<file path="config.mk">
export PLATFORM = sky130hd
export DESIGN_NAME = wb_retire_buffer
export DESIGN_NICKNAME = d
export VERILOG_FILES = /design/src/rtl/wb_retire_buffer.sv
export SDC_FILE = /design/constraint.sdc
export NUM_CORES = 1
export LEC_CHECK = 0
export BUFFER_PORTS_ARGS = -buffer_cell sky130_fd_sc_hd__buf_4
export CAP_MARGIN = 20
export CORE_ASPECT_RATIO = 1.1
export CORE_MARGIN = 5
export CORE_UTILIZATION = 37
export DETAILED_ROUTE_END_ITERATION = 8
export GPL_ROUTABILITY_DRIVEN = 0
export REMOVE_ABC_BUFFERS = 1
export SLEW_MARGIN = 30
export SYNTH_ARGS = -nofsm -noshare
export SYNTH_HDL_FRONTEND = slang
export SYNTH_SLANG_ARGS = --single-unit
</file>
<file path="constraint.sdc">
create_clock -name clk -period 9.7 [get_ports clk]
set_input_delay 1.455 -clock clk [delete_from_list [all_inputs] [get_ports clk]]
set_output_delay 1.455 -clock clk [all_outputs]
set_load 0.01 [all_outputs]
</file>
<file path="src/rtl/wb_retire_buffer.sv">
// Writeback retire buffer: circular FIFO between MEM and the register-file write port.
// Retires the head entry in order, raising exception/ERET flush pulses at retire time.
module wb_retire_buffer #(
  parameter int DEPTH  = 4,
  parameter int DATA_W = 32,
  parameter int CNT_W  = 32
) (
  input  logic                     clk,
  input  logic                     reset,
  input  logic                     ms_to_ws_valid,
  output logic                     ws_allowin,
  input  logic [DATA_W-1:0]        ms_pc,
  input  logic [DATA_W-1:0]        ms_result,
  input  logic [4:0]               ms_dest,
  input  logic [3:0]               ms_rf_we,
  input  logic                     ms_ex,
  input  logic [4:0]               ms_excode,
  input  logic                     ms_eret,
  input  logic                     ms_mfc0,
  input  logic                     rf_ready,
  input  logic [DATA_W-1:0]        cp0_rdata,
  output logic [3:0]               rf_we,
  output logic [4:0]               rf_waddr,
  output logic [DATA_W-1:0]        rf_wdata,
  output logic [DATA_W-1:0]        debug_wb_pc,
  output logic [3:0]               debug_wb_rf_wen,
  output logic [4:0]               debug_wb_rf_wnum,
  output logic [DATA_W-1:0]        debug_wb_rf_wdata,
  output logic                     ws_ex,
  output logic [4:0]               ws_excode,
  output logic                     ws_eret,
  output logic                     ws_flush,
  output logic [$clog2(DEPTH):0]   occupancy,
  output logic [CNT_W-1:0]         retire_cnt
);
  localparam int AW = $clog2(DEPTH);
  localparam logic [AW:0] FULL = (AW+1)'(DEPTH);

  typedef struct packed {
    logic [DATA_W-1:0] pc;
    logic [DATA_W-1:0] result;
    logic [4:0]        dest;
    logic [3:0]        rf_we;
    logic              ex;
    logic [4:0]        excode;
    logic              eret;
    logic              mfc0;
  } entry_t;

  entry_t        mem [DEPTH];
  entry_t        hd;
  entry_t        wr;
  logic [AW-1:0] head;
  logic [AW-1:0] tail;
  logic          push;
  logic          retire;

  assign hd = mem[head];
  assign wr = '{pc: ms_pc, result: ms_result, dest: ms_dest, rf_we: ms_rf_we,
                ex: ms_ex, excode: ms_excode, eret: ms_eret, mfc0: ms_mfc0};

  assign ws_allowin = (occupancy != FULL);
  // Reset wins over everything, so it also suppresses retire-time side effects.
  assign retire = (occupancy != '0) && rf_ready && !reset;
  assign push   = ms_to_ws_valid && ws_allowin && !ws_flush && !reset;

  always_comb begin
    rf_we     = (retire && !hd.ex) ? hd.rf_we : 4'b0;
    rf_waddr  = hd.dest;
    rf_wdata  = hd.mfc0 ? cp0_rdata : hd.result;
    ws_ex     = retire && hd.ex;
    ws_excode = ws_ex ? hd.excode : 5'd0;
    ws_eret   = retire && hd.eret && !hd.ex;
  end

  assign ws_flush          = ws_ex | ws_eret;
  assign debug_wb_pc       = hd.pc;
  assign debug_wb_rf_wen   = rf_we;
  assign debug_wb_rf_wnum  = rf_waddr;
  assign debug_wb_rf_wdata = rf_wdata;

  always_ff @(posedge clk) begin
    if (push) mem[tail] <= wr;
  end

  always_ff @(posedge clk) begin
    if (reset) begin
      head       <= '0;
      tail       <= '0;
      occupancy  <= '0;
      retire_cnt <= '0;
    end else begin
      // An ERET head is a committed instruction even though it flushes.
      if (retire && !hd.ex) retire_cnt <= retire_cnt + 1'b1;
      if (ws_flush) begin
        head      <= '0;
        tail      <= '0;
        occupancy <= '0;
      end else begin
        if (push)   tail <= tail + 1'b1;
        if (retire) head <= head + 1'b1;
        case ({push, retire})
          2'b10:   occupancy <= occupancy + 1'b1;
          2'b01:   occupancy <= occupancy - 1'b1;
          default: ;
        endcase
      end
    end
  end
endmodule

</file>
[Word-level counts from Yosys, hierarchy flattened]
Memory sizes are Yosys's and may differ from the RTL's. A register that Yosys moved wholly into a read port is not among the register bits.
Index checks and enable logic that the tools add are counted.
Word-level totals
  memories: 1
  register bits after elaboration: 39
  word-level logic and storage cells: 37
  memory bits (writable): 324
  bits of input ports: 117
Cells by class
  multiplexer cells: 8
  equal/unequal tests: 3
  add/subtract/negate cells: 5
  reductions and logical operators: 15
  bitwise operators: 1
Memories
  mem: depth 4, bits a word 81, read ports 1, clocked after memory_dff 1, wr ports 1, line 50  | entry_t mem [DEPTH];
Operators with widths (number)
  adder 32 x 1 -> 32 bit, second input constant: 1
  two-way mux 32 bit: 1
  logical AND 1 bit: 9
  one-hot mux 3 bit (2 select lines): 1
  two-way mux 5 bit: 1
  adder 2 x 1 -> 2 bit, second input constant: 2
  two-way mux 2 bit: 2
  two-way mux 4 bit: 1
  adder 3 x 1 -> 3 bit, second input constant: 1
  logical NOT 1 bit: 3
  inequality test 3 bit, second input constant: 1
  nonzero test 3 bit: 1
  subtractor 3 x 1 -> 3 bit, second input constant: 1
  equality test 2 x 1 -> 1 bit, second input constant: 1
  equality test 2 bit, second input constant: 1
  two-way mux 1 bit: 2
  nonzero test 2 bit: 1
  OR reduction 2 bit: 1
  OR 1 bit: 1

[Depth between registers and ports, before layout]
Gate-level depths: netlist (run 1).
  depth in word-level cells: 11
  mapped depth: 12
  depth with buffers taken out: 10

[Least setup slack after synthesis (run 1)]
No wires, ideal clock.
  path kind: input to register
  from: in reset
  to: mem mem[0][0] in the netlist's numbering (enable)
  stages: 6
  required time: 9.251 ns
  path buffers: 2
  library setup time: 0.449 ns
  slack: 4.986 ns
  data arrival time: 4.265 ns
  path through: clkbuf_1 -> nor2b_1 -> clkbuf_1 -> o211a_1 -> nor2_1 -> and3_1
On the way
  word-level cells in the longest chain between the ends: 10
  elaborated cells between the ends (all ways): 11
  classes of those cells: 2 x mux; 1 x bitwise; 8 x reduce/logical
RTL lines
  start, declared: line 9  | input logic reset,
  logical NOT 1 bit (*): line 64  | assign retire = (occupancy != '0) && rf_ready && !reset;
  logical AND 1 bit (*): line 64
  logical AND 1 bit (2 in a row): line 73  | ws_eret = retire && hd.eret && !hd.ex;
  OR 1 bit (*): line 76  | assign ws_flush = ws_ex | ws_eret;
  net ws_flush: line 32  | output logic ws_flush,
  logical NOT 1 bit (*): line 65  | assign push = ms_to_ws_valid && ws_allowin && !ws_flush && !reset;
  logical AND 1 bit (*) (2 in a row): line 65
  two-way mux 1 bit (*): line 83  | if (push) mem[tail] <= wr;
  two-way mux 1 bit (not written as such) (*): line 83
  end, declared: line 50
The timed path passes the listed nets; every way through them passes the cells marked *.

==> flow_summary.yaml, run 1 <==
sta:
  min_period_ns: 5.024
  fin_setup_tns_ns: 0
  skew_ns: 0.02906
  rsz0062_at_grt: "no"
  finalHoldViolations: 0
  fmax_mhz: 199.0
  layout_setup_ws_ns: 4.676
  whs_ns: 0.5057
  slew_violations: 0
  fin_crit_sh_pct: 51.80
  worstMarginPinSlew_ns: 0.9493
  relSlewSlack_pct: 36.52
  setup_viol_count_final: 0
critical_path:
  crit_arrival_ns: 3.57
  worst_setup_path_start_kind: "flop"
  crit_fanout: 49
  worstPathRequired_ns: 8.25
  setup.worst_path.end_class: "output port"
  r2r_slack_ns: 5.91
  critPathKind: "flop to output port"
synthesis:
  synth_area_leaders: "edfxtp_1 67%, mux4_2 13%, dfxtp_1 5.6%, mux2_2 2.9%, buf_4 2.1%"
  yosysWarnings: 0
  yosys.area.top_type: "edfxtp_1"
  postSynthCellCount: 765
  synth_flop_cell: "edfxtp_1"
  syn_avg_cell_area_um2: 19.02
  synth_edf_count: 324
  synthesis.area_mm2: 0.01455
  ys_seq_area_share_pct: 72.52
  async_reset_ff_share_pct: 0
  synth_cell_types: 38
  yosysMostFrequentCell: "edfxtp_1"
  synth-seq-cells: 365
  synthDominantCellAreaShare_pct: 66.88
  synthTopCellsByCount: "324 x edfxtp_1, 81 x mux4_2, 41 x buf_4, 41 x dfxtp_1, 38 x mux2_2"
clocking:
  cts_made_buffers: 39
  cts-root-buf: "clkbuf_16"
  clk_pin_slew_ns: 0.07
  ctsHoldBuffers: 0
  htreeDepth: 2
  cts_buffer_depth: 3
  cts_tree: "built"
  cts_resized: 0
  clock_latency_ns: 0.53
  cts_setup_buffers: 0
  cts_sinks: 365
drt:
  detail-route-antenna-nets: 0
  routed_wl_um: 31880
  first_pass_iters: 5
  drt_iter0_drc: 309
  drcViolationCount: 0
  viasPerCell: 5.096
  vias: 7842
  wl_per_cell_um: 20.72
floorplanning:
  initial_utilization_pct: 37.31
  core.rowCount: 76
  core_area_mm2: 0.03899
  die_w_um: 199.1
  fp.dieArea_mm2: 0.04339
  die_h_um: 218.0
  io_pins: 275
layout:
  n_fill_cell: 3366
  multi_input_area_mm2: 0.003532
  layout.area.seq_mm2: 0.01056
  fin_nets: 1131
  drive_above_1_share_pct: 44.62
  postLayoutCoreUtil_pct: 46.24
  area_growth_pct: 23.93
pwr:
  leakage_nw: 6.173
  comb_power_share_pct: 10.6
  p_per_area_mw_per_mm2: 195.6
  p_sw_share_pct: 22.18
  p_switching_uw: 782.1
  seqPwrFrac_pct: 50.7
  pwr-share-clk_pct: 38.7
  intPower_mw: 2.743
  peakVddDrop_uv: 136.8
grt:
  grt-busiest-layer: "met2"
  gr-usage-all-layers_pct: 14.41
  grt_pass1_wl_um: 48530
  use_met1_pct: 18.96
  grt_use_met3_pct: 4.759
  grt_max_degree: 55
  grtUsageMet2_pct: 23.30
  overflow: 0
  grt_pass1_vias: 8289
  grt_antenna_before_repair: 1
run:
  cap_violations: 0
place:
  dp_slack_ns: 4.662
  dp_hpwl_um: 19650
  port-buffer-count: 274
run_status:
  status: "finished, final reports clean"
min_path:
  hold_class: "flop to flop"
==> worst max-delay path, cell delays in order (launching register included) <==
cell,delay [ns]
dfxtp_4,0.68
buf_4,0.72
mux4_2,1.01
mux2_2,0.43
buf_4,0.15
==> area by class of cell <==
class                   count  share of cell area (%)
diodes                      1                 0.01388
flip-flops and latches    365                   58.56
well taps                 507                   3.519
multi-input cells         315                   19.59
clock buffers              51                   5.781
inverters                   5                  0.1041
clock inverters            14                  0.6593
repair buffers            281                   11.77
==> sequential cells by signal (all words and copies together) (netlist names), named ones only <==
name and count:
mem 324, retire_cnt 32, occupancy 3, head 2, tail 2
==> placed cells by master (no fill, tap or decap), types with 17 or more instances in the layout <==
master / instances
clkbuf_16: 40
nor2_1: 21
a21oi_1: 18
edfxtp_1: 324
buf_4: 280
mux2_2: 38
nand2_1: 17
o31ai_1: 17
dfxtp_1: 39
mux4_2: 81
or4_1: 17
nand4_1: 17
==> path summary, 6_finish.rpt <==
kind	from	to	cells after the start
setup / recovery	flop	rf_wdata[12]	4
hold / removal	retire_cnt[17]	retire_cnt[17]	2
setup reg to reg	flop	mem[1][63]	6
hold reg to reg	retire_cnt[17]	retire_cnt[17]	2
==> metrics by stage <==
stage / cells / total power, mW / cell area, µm²
floorplan: 685 / 2.008 / 14080
global placement: 1472 / 2.195 / 16840
detailed placement: 1472 / 2.201 / 16840
CTS: 1537 / 3.576 / 18000
global route: 1538 / 3.676 / 18030
finish: 1539 / 3.526 / 18030
==> power groups by stage <==
stage / clock network, mW / registers [mW] / logic (mW)
2_1_floorplan: 0 / 1.83 / 0.177
3_3_place_gp: 0 / 1.83 / 0.368
3_5_place_dp: 0 / 1.83 / 0.372
4_1_cts: 1.41 / 1.80 / 0.373
5_1_grt: 1.48 / 1.79 / 0.404
6_report: 1.36 / 1.79 / 0.373
==> layer usage <==
metal / part of all wire, % / up-vias
met1: 41 / 4000
li1: - / 3558
met4: 1.7 / 2
met3: 8.6 / 43
met5: 0.047 / -
met2: 48 / 239
==> cells by family after synthesis <==
kind of cell	Yosys count	synth area share [%]
simple gates	134	5.281
xor+xnor	9	0.5419
fa+ha+maj	7	0.6536
compound gates	42	1.875
flops	365	72.52
buf+inv	85	3.372
mux	123	15.76
(Power assumes the default switching activity.)
==> run 2, diff against run 1 <==
clock period = 4.25 ns   (was 9.7 ns; I/O delays follow)
==> flow_summary.yaml, run 2 (synthesis results as in run 1) <==
drt:
  viasPerCell: 5.042
  drt_iter0_drc: 308
  wl_per_cell_um: 20.55
  detail-route-antenna-nets: 0
  vias: 7795
  routed_wl_um: 31770
  first_pass_iters: 4
  drcViolationCount: 0
critical_path:
  crit_path_end: "ws_eret"
  cpPeakStageDelay_ns: 0.75
  worst_setup_path_start_kind: "flop"
  r2r_end: "mem[2][47]"
  r2r_cells: 5
  critPathKind: "flop to output port"
  crit_arrival_ns: 2.88
  cpMostUsedCell: "buf_4"
  critical_path.slowest_cell: "mux4_2"
  crit_chain: "mux4_2 -> nor3_1 -> buf_4 -> and2_1 -> buf_4"
  crit_fanout: 22
  worstPathRequired_ns: 3.61
  setup.worst_path.end_class: "output port"
  r2r_slack_ns: 0.97
layout:
  final_common_cell: "edfxtp_1"
  fin_area_mm2: 0.01811
  multi_input_area_mm2: 0.003527
  n_fill_cell: 3348
  area_growth_pct: 24.52
  final_cells: 1546
  fin_nets: 1136
  final_cell_mix: "324 x edfxtp_1, 284 x buf_4, 81 x mux4_2"
  drive_above_1_share_pct: 44.37
  diodes: 0
  largest_reg_flops: 324
  layout.area.seq_mm2: 0.01056
  regMostFlops: "mem"
  largestRegisters: "mem (324), retire_cnt (32), occupancy (3)"
run_status:
  status: "finished, final reports clean"
grt:
  overflow: 0
  grt_pass1_vias: 8123
  grt_max_degree: 39
  grt_antenna_before_repair: 1
  grt_pass1_wl_um: 47800
  gr-usage-all-layers_pct: 14.24
clocking:
  cts_resized: 0
  cts_tree: "built"
  htreeDepth: 2
  cts_made_buffers: 37
  ctsHoldBuffers: 0
  clk_pin_slew_ns: 0.07
  cts-root-buf: "clkbuf_16"
  clock_latency_ns: 0.52
  cts_buffer_depth: 3
  cts_sinks: 365
  cts_setup_buffers: 0
place:
  place_inst: 1480
  placed_area_mm2: 0.01695
  dp_hpwl_um: 20610
  port-buffer-count: 274
  dp_slack_ns: 0.8624
sta:
  min_period_ns: 3.515
  skew_ns: 0.01428
  worstMarginPinSlew_ns: 0.9552
  setup_viol_count_final: 0
  layout_setup_ws_ns: 0.7350
  slew_violations: 0
  rsz0062_at_grt: "no"
  finalHoldViolations: 0
  fin_crit_sh_pct: 82.71
  relSlewSlack_pct: 36.32
  fmax_mhz: 284.5
floorplanning:
  core_area_mm2: 0.03899
  io_pins: 275
  fp.dieArea_mm2: 0.04339
  die_w_um: 199.1
  core.rowCount: 76
  die_h_um: 218.0
  initial_utilization_pct: 37.31
pwr:
  p_per_area_mw_per_mm2: 445.3
  p_total_mw: 8.066
  leakage_nw: 6.236
  peakVddDrop_uv: 321.3
run:
  cap_violations: 0
min_path:
  hold_class: "input pin to flop"
==> run 2: changes by cell type in the layout (fill, tap and decap cells not counted), moves of 2 or more <==
| cell | change |
|---|---|
| clkinvlp_4 | -5 |
| buf_12 | +3 |
| buf_4 | +4 |
| bufinv_16 | +2 |
| clkinv_1 | +6 |
==> run 2: layout make-up <==
type | instances | share of cell area [%]
Tap cell | 507 | 3.502
Clock buffer | 50 | 5.615
Multi-Input combinational cell | 315 | 19.47
Inverter | 5 | 0.1036
Clock inverter | 16 | 0.8150
Sequential cell | 365 | 58.28
Timing Repair Buffer | 288 | 12.21
==> run 2: per-stage QoR <==
| step | setup TNS [ns] | util (%) | hold WS, ns |
|---|---|---|---|
| final | 0 | 46.46 | 0.3162 |
| after global routing | 0 | 46.46 | 0.2887 |
| after CTS | 0 | 46.46 | 0.2855 |
| after detailed placement | 0 | 43.48 | 0.4881 |
| after global placement | 0 | 43.48 | 0.4765 |
| after floorplan | -1086.30 | - | 0.4847 |
==> run 2: how the worst min path moves through the flow <==
stage,from,to,slack (ns),cells past startpoint
floorplan,head[1],flop,0.48,2
global placement,retire_cnt[17],retire_cnt[17],0.48,2
detailed placement,retire_cnt[17],retire_cnt[17],0.49,2
CTS,ms_result[8],mem[2][25],0.29,1
global route,ms_pc[7],mem[1][56],0.29,1
finish,ms_excode[2],mem[1][4],0.32,1
==> run 2: critical path, delay by kind of cell, from the launching register on <==
family                 cells  cell delay, ns
multiplexers               1            0.75
flip-flops                 1            0.64
buffers and inverters      2            0.35
AND/OR/NAND/NOR            2            0.60
==> run 2: per-layer routing <==
layer	up-vias	wire [µm]	GRT usage (%)
li1	3567	-	-
met1	3950	12960	18.20
met2	235	15340	23.20
met3	41	2946	5.300
met4	2	522	3.443
met5	-	12	0
==> run 2: power by group <==
part           total (mW)  switching, mW  internal, mW
sequential           4.08         0.0465          4.03
clock                3.13           1.28          1.86
combinational       0.853          0.410         0.442
total                8.07           1.73          6.33
